$ cat config.mk
export PLATFORM = sky130hd
export DESIGN_NAME = leb128_u32_stream
export DESIGN_NICKNAME = d
export VERILOG_FILES = /design/src/rtl/leb128_pkg.sv /design/src/rtl/unpack_u32.sv /design/src/rtl/leb128_u32_stream.sv
export SDC_FILE = /design/constraint.sdc
export NUM_CORES = 1
export LEC_CHECK = 0
export ABC_AREA = 1
export CELL_PAD_IN_SITES_DETAIL_PLACEMENT = 1
export CELL_PAD_IN_SITES_GLOBAL_PLACEMENT = 1
export CORE_UTILIZATION = 39
export DETAILED_ROUTE_END_ITERATION = 10
export PLACE_DENSITY_LB_ADDON = 0.1
export SETUP_SLACK_MARGIN = 0.5
export SLEW_MARGIN = 10
export SYNTH_ARGS = -nofsm -noshare
export SYNTH_HDL_FRONTEND = slang
export SYNTH_SLANG_ARGS = --single-unit
export TNS_END_PERCENT = 30
$ cat constraint.sdc
create_clock -name clk -period 3.5 [get_ports clk]
set_input_delay 0.7 -clock clk [delete_from_list [all_inputs] [get_ports clk]]
set_output_delay 0.7 -clock clk [all_outputs]
set_load 0.02 [all_outputs]
$ cat src/rtl/leb128_pkg.sv
// Shared constants, window type and terminator scan for the LEB128 u32 path.
package leb128_pkg;

  localparam int LEB_MAX_BYTES = 5;
  localparam int LEB_CONT_BIT  = 7;

  // Byte window, index 0 is the oldest byte.
  typedef logic [LEB_MAX_BYTES-1:0][7:0] win_t;

  // Index of the first byte among slots 0..n-1 whose continuation bit is
  // clear. Returns LEB_MAX_BYTES when none of those slots terminates.
  function automatic logic [2:0] first_term_idx(input win_t w, input logic [2:0] n);
    logic [2:0] idx;
    idx = 3'(LEB_MAX_BYTES);
    for (int k = LEB_MAX_BYTES - 1; k >= 0; k--) begin
      if (3'(k) < n && !w[k][LEB_CONT_BIT]) idx = 3'(k);
    end
    return idx;
  endfunction

endpackage

$ cat src/rtl/unpack_u32.sv
// Combinational LEB128 u32 decoder over a 5-byte window.
// Ports:
//   b0..b4 : window bytes, b0 first on the wire
//   o      : decoded value, low 32 bits of the 7-bit-group payload
//   len    : bytes used, 1..5 (5 when no byte terminates)
module unpack_u32
  import leb128_pkg::*;
(
  input  logic [7:0]  b0,
  input  logic [7:0]  b1,
  input  logic [7:0]  b2,
  input  logic [7:0]  b3,
  input  logic [7:0]  b4,
  output logic [31:0] o,
  output logic [2:0]  len
);

  win_t        w;
  logic [2:0]  idx;
  logic [34:0] p;
  logic [2:0]  unused_hi;

  assign w = {b4, b3, b2, b1, b0};
  assign idx = first_term_idx(w, 3'(LEB_MAX_BYTES));

  // Only groups up to and including the terminator contribute.
  always_comb begin
    p = '0;
    for (int k = 0; k < LEB_MAX_BYTES; k++) begin
      if (3'(k) <= idx) p[k*7 +: 7] = w[k][6:0];
    end
  end

  // Payload bits above 31 (from the fifth byte) are dropped.
  assign o         = p[31:0];
  assign unused_hi = p[34:32];
  assign len       = (idx == 3'(LEB_MAX_BYTES)) ? 3'(LEB_MAX_BYTES) : idx + 3'd1;

endmodule

$ cat src/rtl/leb128_u32_stream.sv
// Streaming LEB128 u32 decoder: buffers input bytes in a 5-byte window,
// decodes each complete value through unpack_u32, registers it on a
// valid/ready output and retires the consumed bytes.
// Ports:
//   clk, reset          : clock, synchronous active-high reset
//   in_data/valid/ready : byte input stream
//   out_data/len/err    : decoded value, bytes consumed, overlong flag
//   out_valid/ready     : output handshake
//   count               : values handed off, wraps
module leb128_u32_stream
  import leb128_pkg::*;
#(
  parameter int CNT_W = 16
) (
  input  logic             clk,
  input  logic             reset,
  input  logic [7:0]       in_data,
  input  logic             in_valid,
  output logic             in_ready,
  output logic [31:0]      out_data,
  output logic [2:0]       out_len,
  output logic             out_err,
  output logic             out_valid,
  input  logic             out_ready,
  output logic [CNT_W-1:0] count
);

  win_t        win;
  logic [2:0]  cnt;
  logic [2:0]  term_idx;
  logic        found;
  logic        full;
  logic        complete;
  logic        err;
  logic [2:0]  len;
  logic        load;
  logic [31:0] dec_o;
  logic [2:0]  dec_len;

  unpack_u32 u_unpack (
    .b0  (win[0]),
    .b1  (win[1]),
    .b2  (win[2]),
    .b3  (win[3]),
    .b4  (win[4]),
    .o   (dec_o),
    .len (dec_len)
  );

  always_comb begin
    term_idx = first_term_idx(win, cnt);
    found    = (term_idx != 3'(LEB_MAX_BYTES));
    full     = (cnt == 3'(LEB_MAX_BYTES));
    complete = found || full;
    err      = !found && full;
    len      = found ? term_idx + 3'd1 : 3'(LEB_MAX_BYTES);
    in_ready = !complete && !full;
    load     = complete && (!out_valid || out_ready);
  end

  always_ff @(posedge clk) begin
    if (reset) begin
      win       <= '0;
      cnt       <= '0;
      out_data  <= '0;
      out_len   <= '0;
      out_err   <= 1'b0;
      out_valid <= 1'b0;
      count     <= '0;
    end else begin
      // Load and input are mutually exclusive since in_ready is low while complete.
      if (load) begin
        win       <= win >> {len, 3'b000};
        cnt       <= cnt - len;
        out_data  <= dec_o;
        out_len   <= len;
        out_err   <= err;
        out_valid <= 1'b1;
      end else begin
        if (in_valid && in_ready) begin
          win[cnt] <= in_data;
          cnt      <= cnt + 3'd1;
        end
        if (out_ready) out_valid <= 1'b0;
      end
      if (out_valid && out_ready) count <= count + 1'b1;
    end
  end

`ifndef SYNTHESIS
  always @(posedge clk) begin
    if (!reset && complete && !err)
      assert (dec_len == len) else $error("unpack_u32 length disagrees with window scan");
  end
`endif

endmodule

Word level (Yosys, flattened, before mapping)
Cells that the tools add are included.
{"block": "totals", "regBits": 96, "inputBits": 12, "output_inout_bits": 54, "word_cells": 79}
{"block": "classes", "n_addsub": 4, "magnitude_cmp": 12, "eq_ne": 2, "shift": 1, "mux": 25, "reduce_logical": 24}
{"op": "40-bit two-way mux", "n": 2}
{"op": "40-bit bitwise mux", "n": 1}
{"op": "40-bit by 6-bit >> shifter with 40-bit output", "n": 1}
{"op": "3-bit two-way mux", "n": 11}
{"op": "7-bit two-way mux", "n": 4}
{"op": "8-bit demux with 3-bit select", "n": 1}
{"op": "16-bit by 1-bit adder with 16-bit output, second input constant", "n": 1}
{"op": "1-bit logical AND", "n": 11}
{"op": "1-bit zero test", "n": 9}
{"op": "8-bit two-way mux", "n": 1}
{"op": "3-bit by 1-bit adder with 3-bit output, second input constant", "n": 2}
{"op": "1-bit by 3-bit <= comparator with 1-bit output, first input constant", "n": 2}
{"op": "2-bit by 3-bit <= comparator with 1-bit output, first input constant", "n": 2}
{"op": "1-bit by 3-bit less-than comparator with 1-bit output, first input constant", "n": 2}
{"op": "2-bit by 3-bit less-than comparator with 1-bit output, first input constant", "n": 2}
{"op": "3-bit by 4-bit less-than comparator with 1-bit output, second input constant", "n": 1}
{"op": "1-bit two-way mux", "n": 4}
{"op": "4-bit two-way mux", "n": 1}
{"op": "2-bit nonzero test", "n": 2}
{"op": "3-bit == test, second input constant", "n": 1}
{"op": "3-bit by 1-bit >= comparator with 1-bit output, second input constant", "n": 1}
{"op": "3-bit <= comparator, first input constant", "n": 1}
{"op": "3-bit less-than comparator, first input constant", "n": 1}
{"op": "3-bit inequality test, second input constant", "n": 1}
{"op": "other kinds (2)", "n": 3}

Depth between registers and ports, before layout
{"block": "depth", "ltp_word": 14, "mapped_depth": 21, "mapped_depth_nobuf": 19}

By module
Synthesis repeated with hierarchy kept, for this count alone.
{"block": "hier_totals", "hier_cells": 833, "area_unflattened_um2": 5356.4}
{"mod": "leb128_u32_stream", "instances": 1, "cells_per_inst": 766, "area_each_um2": 5049.8}
{"mod": "unpack_u32", "instances": 1, "cells_per_inst": 67, "area_each_um2": 306.5}

Worst setup path before layout
No wires, ideal clock.
{"block": "synth_path", "path_type": "flip-flop to flip-flop", "from": "register cnt[1]", "to": "register cnt[2]", "setup_ps": 64, "arrival_time_ps": 3037, "path_slack_ps": 400, "path_stages_with_launch": 21, "path_buffers": 2, "period_less_slack_ps": 3100, "path_cell_list": "dfxtp_1 > nor2_4 > nand2_4 > nand2_4 > inv_1 > a21oi_4 > buf_2 > ha_1 > nand3_2 > nand2_2 > buf_2 > nor2_1 > inv_1 > ha_1 > inv_1 > fa_1 > nand4_1 > nand3_1 > nand2_1 > inv_1 > nor2_1"}
{"block": "synth_via", "elab_chain_len": 13}
{"element": "start, declared", "line": "leb128_u32_stream.sv:29", "source": "logic [2:0] cnt;"}
{"element": "start signal, assigned", "line": "leb128_u32_stream.sv:74", "source": "cnt <= cnt - len;"}
{"element": "start signal, assigned", "line": "leb128_u32_stream.sv:82", "source": "cnt <= cnt + 3'd1;"}
{"element": "branches (longest 13 deep; another with 3-bit less-than comparator)"}
Parallel ways; which one is timed is not known. The select of a mux whose other input is x is not followed.
A chain may end at the register's enable or synchronous reset.

Worst setup path in the final report
{"block": "layout_path", "from": "register cnt[1]", "to": "output port in_ready"}
{"block": "layout_via", "elab_chain_len": 11}
{"element": "3-bit less-than comparator", "line": "leb128_pkg.sv:16", "source": "if (3'(k) < n && !w[k][LEB_CONT_BIT]) idx = 3'(k);"}
{"element": "1-bit logical AND", "line": "leb128_pkg.sv:16"}
{"element": "1-bit two-way mux", "line": "leb128_pkg.sv:16"}
{"element": "3-bit two-way mux (4 in a row)", "line": "leb128_pkg.sv:16"}
{"element": "3-bit inequality test", "line": "leb128_u32_stream.sv:52", "source": "found = (term_idx != 3'(LEB_MAX_BYTES));"}
{"element": "1-bit logical OR", "line": "leb128_u32_stream.sv:54", "source": "complete = found || full;"}
{"element": "1-bit zero test", "line": "leb128_u32_stream.sv:57", "source": "in_ready = !complete && !full;"}
{"element": "1-bit logical AND *", "line": "leb128_u32_stream.sv:57"}
{"element": "end, declared", "line": "leb128_u32_stream.sv:19", "source": "output logic in_ready,"}
Mark *: on every way between the ends. The rest lies on a longest branch, timed or not.

==> key figures <==
Global routing
  • Met3 Use GR: 0.0345
  • Largest net degree at the start of global routing: 67
  • All-Layer GR Usage: 0.259
  • Met2 GRT Util: 0.431
  • Number of global-route vias before repair: 5,459
  • GRT Residual Overflow: 0
  • Initial antenna violation count: 0
  • Global-route wire length before repair: around 28,000 microns
  • Most used routing layer: met2
  • Met1 Use GR: 0.339

Synth
  • Mux share of post-synthesis cell area: 0
  • Cells after synthesis: between 700 and 800
  • Syn avg cell area: 6.51 sq um
  • Synthesized area: about 0.0052 sq mm
  • Count of cell types in the netlist: 37
  • Adder-Cell Fraction of Synth Area: 0.0135
  • Register area share after synthesis: 0.370
  • Synth Area in Compound Gates: 0.132
  • Synth warn: 0
  • Simple-gate share of the synthesized area: 0.385
  • Synthesized Nets: 815
  • Main combinational cell family by area after synthesis: simple AND/OR/NAND/NOR gates
  • Synth Area in XOR/XNOR: 0.00337
  • Flops & latches, synth: 96

Detailed routing
  • Total Wirelength: roughly 17,000 microns
  • DRC errors left: 0
  • DRT antenna net count: 0
  • DRT Pass-1 Iters: 5
  • Vias/cell: about 5.3
  • 1st-iter DRT viols: 349
  • Vias: ~5.4k
  • Post-DR wirelength/cell: 17.0 microns

Floorplan
  • Die Wd: 117 microns
  • Die height: around 120 microns
  • Die area: 0.0138 sq mm
  • Starting Density: 0.405
  • Ports: 66
  • Rows: 41
  • Core Footprint: 0.0128 sq mm

Timing
  • Slew HR: 0.549
  • RSZ-0062 raised after global routing: yes
  • Worst slew pin tran: ~0.67 ns
  • Setup Viol. Count Final: 0
  • Fin. max-slew vios: 0
  • Max Clock Skew: 0.00494 ns
  • Fin crit period: 2.93 ns
  • Fmax: 342 MHz
  • Final period utilization: 0.836
  • Final Hold Viols: 0
  • Fin Setup TNS: 0 ns

Clock tree
  • CTS H-tree lvls: 3
  • Count of hold buffers inserted by post-cts repair: 0
  • Total clock sinks: 96
  • Clock transition at the registers of the reported paths: 0.07 ns
  • CTS buffer count: 9
  • Clk_lat worst skew: 0.35 ns
  • Root Buffer: clkbuf_16
  • Postcts setup bufs: 0
  • Longest Clk Path Bufs: 2
  • CTS tree: yes

Final layout
  • Area Growth Syn to Fin: 19.6%
  • Commonest non-fill, non-tap cell in the layout: nand2_1
  • Most frequent cells in the layout: nand2_1 (197), nor2_1 (123), nand3_1 (99)
  • Share of cells above drive strength 1: 0.0800
  • # diodes: 0
  • Final nets: 862
  • Fin cells: 1,022

Placement
  • Port Buf Inserts: 65
  • Placer Congestion: 0.913
  • Placed insts: 1,006
  • Dpl hpwl: 12,600 microns

Setup path
  • R2R depth: 13
  • Crit Path Class: reg -> out
  • Crit end category: output port
  • Critical path arrival: 2.23 ns
  • CP startpoint kind: flip-flop
  • Required @ worst endpoint: about 2.8 ns
  • Worst-path fanout max: 8

Power
  • Cell area power density: 1070 mW/mm^2
  • LEAKAGE: 2.62 nW
  • Maximum vdd drop: 0.758 mV

Worst hold path
  • Worst Hold Class: reg -> reg
  • Hold Path Cell Cnt: 2

Status
  • Status: finished clean

Flow run
  • Max-Cap Viols: 0
[synth_stat cells (all sizes together)]
master / instances / area, sq um
nand4: 6 / 52.6
buf: 27 / 176
xor2: 2 / 17.5
a21oi: 72 / 375
nor3: 4 / 20.0
a211oi: 1 / 7.51
ha: 4 / 50.1
nor3b: 2 / 26.3
o21ai: 54 / 289
fa: 1 / 20.0
o211ai: 1 / 7.51
o21a: 1 / 7.51
clkbuf: 12 / 45.0
inv: 74 / 278
dfxtp: 96 / 1920
nand2: 210 / 846
nand3: 102 / 533
nor2: 129 / 521
[cell families after synthesis]
| family | after synthesis |
|---|---|
| and+or+nand+nor | 453 |
| AOI/OAI and AO/OA | 129 |
| buffers and inverters | 113 |
| DFF | 96 |
| adders and majority gates | 5 |
| xor gates and xnor gates | 2 |
[sequential cells by signal, summed over array words and instances (netlist names)]
signal,flops
out_data,32
win,40
out_len,3
cnt,3
out_valid,1
out_err,1
count,16
[stage by stage]
step	worst slack (ns)	utilization	power [mW]	hold slack (ns)	area, sq um
4_1_cts	0.542	0.484	6.62	0.458	6200
3_5_place_dp	0.597	0.461	5.62	0.447	5920
5_1_grt	0.441	0.484	7.18	0.476	6210
6_report	0.575	0.484	6.66	0.458	6210
2_1_floorplan	0.523	-	4.55	0.430	5200
3_3_place_gp	0.668	0.461	5.48	0.439	5920
[metal layers]
metal  share of wire  vias to the layer above  routed length [microns]
met3           0.049                       29                      845
li1                -                     2647                        -
met1            0.46                     2546                     7960
met4           0.022                        0                      390
met5               0                        -                        0
met2            0.47                      161                     8200
[repair_timing]
| action | in CTS | in global routing |
|---|---|---|
| pin swaps | 0 | 0 |
| resized for setup | 2 | 4 |
| setup endpoints to repair | 1 | 9 |
[cell type report]
| class | count | area (sq um) |
|---|---|---|
| fillers | 1723 | 6610 |
| multi-input cells | 589 | 2790 |
| flip-flops and latches | 96 | 1920 |
| repair buffers | 75 | 724 |
| inverters | 74 | 282 |
| clock buffers | 9 | 225 |
| well taps | 172 | 215 |
| clock inverters | 7 | 55.1 |
[critical path, cell delays in order (launching register included)]
cell	delay, ns
dfxtp_1	0.39
nor2_4	0.22
nand2_4	0.13
nand2_4	0.09
inv_1	0.06
a21oi_4	0.23
ha_4	0.23
nand3_4	0.12
inv_1	0.07
dlygate4sd2_1	0.32
[final timing paths]
kind               start           to  slack (ns)
hold / removal    win[5]  out_data[5]        0.46
setup / recovery  cnt[1]     in_ready        0.57
hold reg to reg   win[5]  out_data[5]        0.46
setup reg to reg  cnt[1]      win[16]        0.64
[power breakdown]
group / leakage, nW / switching, mW / total, mW / internal, mW
Combinational: 1.69 / 2.88 / 4.12 / 1.23
Clock: 0.138 / 0.473 / 0.965 / 0.491
Sequential: 0.785 / 0.236 / 1.58 / 1.34
Total: 2.62 / 3.59 / 6.66 / 3.06
Power figures use the tool's default switching activity.
==> RTL change: new RTL, same settings <==
`CNT_W`: 16 -> 32.
--- a/src/rtl/leb128_u32_stream.sv
+++ b/src/rtl/leb128_u32_stream.sv
@@ -10,7 +10,7 @@
 module leb128_u32_stream
   import leb128_pkg::*;
 #(
-  parameter int CNT_W = 16
+  parameter int CNT_W = 32
 ) (
   input  logic             clk,
   input  logic             reset,
Ports: changed (resized count); port bits go from 66 to 82. No check against the original RTL was run, so the function may have changed too.
==> RTL change against the original RTL <==
  * Final area rose by 16%
  * Wire length rose by 21%
  * Setup slack improved by 0.11 ns
  * Hold slack improved by 0.0014 ns
  * Sequential power rose by 14%
  * Via count rose by 17%
  * Synthesized cell count rose by 14%
  * Sequential cell count rose by 16
  * Final cell count rose by 14%
  * Combinational power rose by 3%
  * Area after synthesis rose by 15%
  * Total power rose by 6.5%
  * Critical path type is now reg2reg
  * Largest power group unchanged
  * Highest routed layer unchanged
==> RTL change: results (changes against the original RTL) <==
{| class="wikitable"
! Metric !! Value
|-
| Number of buffers inserted by port buffering || 81 (+25%)
|-
| Number of clock buffers inserted by TritonCTS || 9 (unchanged)
|-
| Post-Synth Adder-Cell Area || 1.17% (-0.18 points)
|-
| Post-synthesis net count || 924 (+13%)
|-
| Area of all placed cells without fillers || 7220 um^2 (+16%)
|-
| Nets@finish || 991 (+15%)
|-
| Largest registers || win: 40 flops, count: 32 flops, out_data: 32 flops
|-
| Vias post-DR || 6,312 (+17%)
|-
| Total placed instance area || 6920 um^2 (+17%)
|-
| Post-CTS Repair Setup Buffers || 0 (unchanged)
|-
| Antenna violations before repair || 0 (unchanged)
|-
| Drt first pass iters || 6 (+1)
|-
| Hold WC Path Type || reg2reg
|-
| Post-synthesis share of cell area spent on xor and xnor gates || 1.61% (+1.3 points)
|-
| Number of fill cells in the layout || 1,945 (+13%)
|-
| Maximum vdd ir drop || 530 uV (-30%)
|-
| Share of synthesized registers carrying an async set or reset || 0% (unchanged)
|-
| Clock slew seen by the registers of the worst setup and hold paths || 0.07 ns (about the same)
|-
| Clk_skew || 0.0105 ns (+0.00554 ns)
|-
| DR WL/cell || 18.1 um (+6.5%)
|-
| Share of cells above drive strength 1 || 7.77% (-0.23 points)
|-
| HPWL after detailed placement || 15,300 um (+21%)
|-
| Reg-to-reg setup timing slack || 0.69 ns (+0.05 ns)
|-
| Synthesis warning total || 0 (unchanged)
|-
| Distinct cells, synth || 42 (+14%)
|-
| Sequential cell area fraction in the yosys report || 37.4% (+0.39 points)
|-
| Routed vias/inst || 5.43 (+3.1%)
|-
| Master of the slowest instance on the critical path || fa_1
|-
| Vias in the first global route || 6,371 (+17%)
|-
| Clock latency reported for the late side of the worst-skew pair || between 0.3 and 0.4 ns
|-
| Mean area per synthesized cell || 6.61 um^2 (+1.6%)
|-
| Compound-cell area share of the yosys netlist || 12.5% (-0.77 points)
|-
| Clock tree buffer depth || 2 (unchanged)
|-
| Routability-driven placement congestion ratio || 0.879 (-3.7%)
|-
| Slew at the pin with the worst max-slew slack || 0.748 ns (+0.0745 ns)
|-
| Delay of the slowest critical-path stage || around 0.38 ns
|-
| GRT Total Usage || 27.1% (+1.2 points)
|-
| Number of antenna repair diodes || 0 (unchanged)
|-
| Largest fanout on the critical path || 13 (+5)
|-
| Most used DFF post-synth || dfxtp_1
|-
| Status || finished, final reports clean
|-
| Signal arrival time at the worst endpoint || 3.07 ns (+0.84 ns)
|-
| CTS H-Tree Depth || 3 (unchanged)
|-
| Share of synthesized area spent on multiplexers || 0% (unchanged)
|-
| Dominant cells by area after synthesis || dfxtp_1 (37%), nand2_1 (13%), nor2_1 (8.1%)
|-
| Iteration-0 DRC count of the detailed router || 397 (+14%)
|-
| CTS Root Buffer Type || clkbuf_16
|-
| Pin count of the biggest net entering global routing || 62 (-7.5%)
|-
| Number of cells in the design after placement || 1,147 (+14%)
|-
| Leakage power figure || 0.00292 uW (+12%)
|-
| Most frequent cells after synthesis || nand2_1 (213), nor2_1 (129), dfxtp_1 (112), nand3_1 (96), a21oi_1 (83)
|-
| First-pass GRT wire length || 33,500 um (+18%)
|}
RTL change: final timing paths:
kind	from	endpoint	cells past startpoint
setup / recovery	cnt[0]	cnt[2]	19
hold / removal	win[4]	out_data[4]	2
setup reg to reg	cnt[0]	cnt[2]	19
hold reg to reg	win[4]	out_data[4]	2
RTL change: cell type report:
cell class	count	area, um^2	area share (%)
multi-input combinational	666	3230	44.7
inverter	95	360	4.99
clock inverter	5	56.3	0.780
tap	184	230	3.19
sequential	112	2240	31.1
timing repair buffer	90	868	12.0
clock buffer	10	229	3.17
RTL change: per-stage QoR:
| step | hold WS (ns) | setup slack [ns] |
|---|---|---|
| floorplan | 0.430 | 0.557 |
| finish | 0.460 | 0.685 |
| global route | 0.477 | 0.440 |
| global placement | 0.440 | 0.452 |
| detailed placement | 0.449 | 0.368 |
| CTS | 0.460 | 0.519 |
RTL change: logic make-up after synthesis:
| family | after synthesis |
|---|---|
| DFF | 112 |
| adders and majority gates | 5 |
| and+or+nand+nor | 509 |
| xor gates and xnor gates | 11 |
| AOI/OAI and AO/OA | 141 |
| buffers and inverters | 129 |
RTL change: repair_timing:
action | 4_1_cts | 5_1_grt
pin swaps | 0 | 0
hold buffers | 0 | 0
cloned | 0 | 0
gates resized for setup | 2 | 8
setup endpoints to repair | 1 | 19
RTL change: power by group:
group / leakage [uW] / total, uW / switching (uW) / internal [uW]
logic: 0.00187 / 4250 / 2980 / 1270
registers: 0.000915 / 1800 / 264 / 1530
clock network: 0.000139 / 1040 / 490 / 553
RTL change: layer usage:
metal | part of all wire (%) | vias up | global-route usage, %
met5 | 0 | - | 0
met4 | 2.6 | 0 | 9.28
met3 | 3.0 | 39 | 4.33
met2 | 51 | 140 | 49.5
met1 | 44 | 3053 | 31.9
li1 | - | 3080 | -
RTL change: critical path: cells and delay by family (launching register included):
| family | cells | cell delay (ns) |
|---|---|---|
| compound gates | 1 | 0.22 |
| buf+inv | 5 | 0.36 |
| simple gates | 10 | 1.03 |
| flops | 1 | 0.33 |
| fa+ha+maj | 3 | 0.75 |
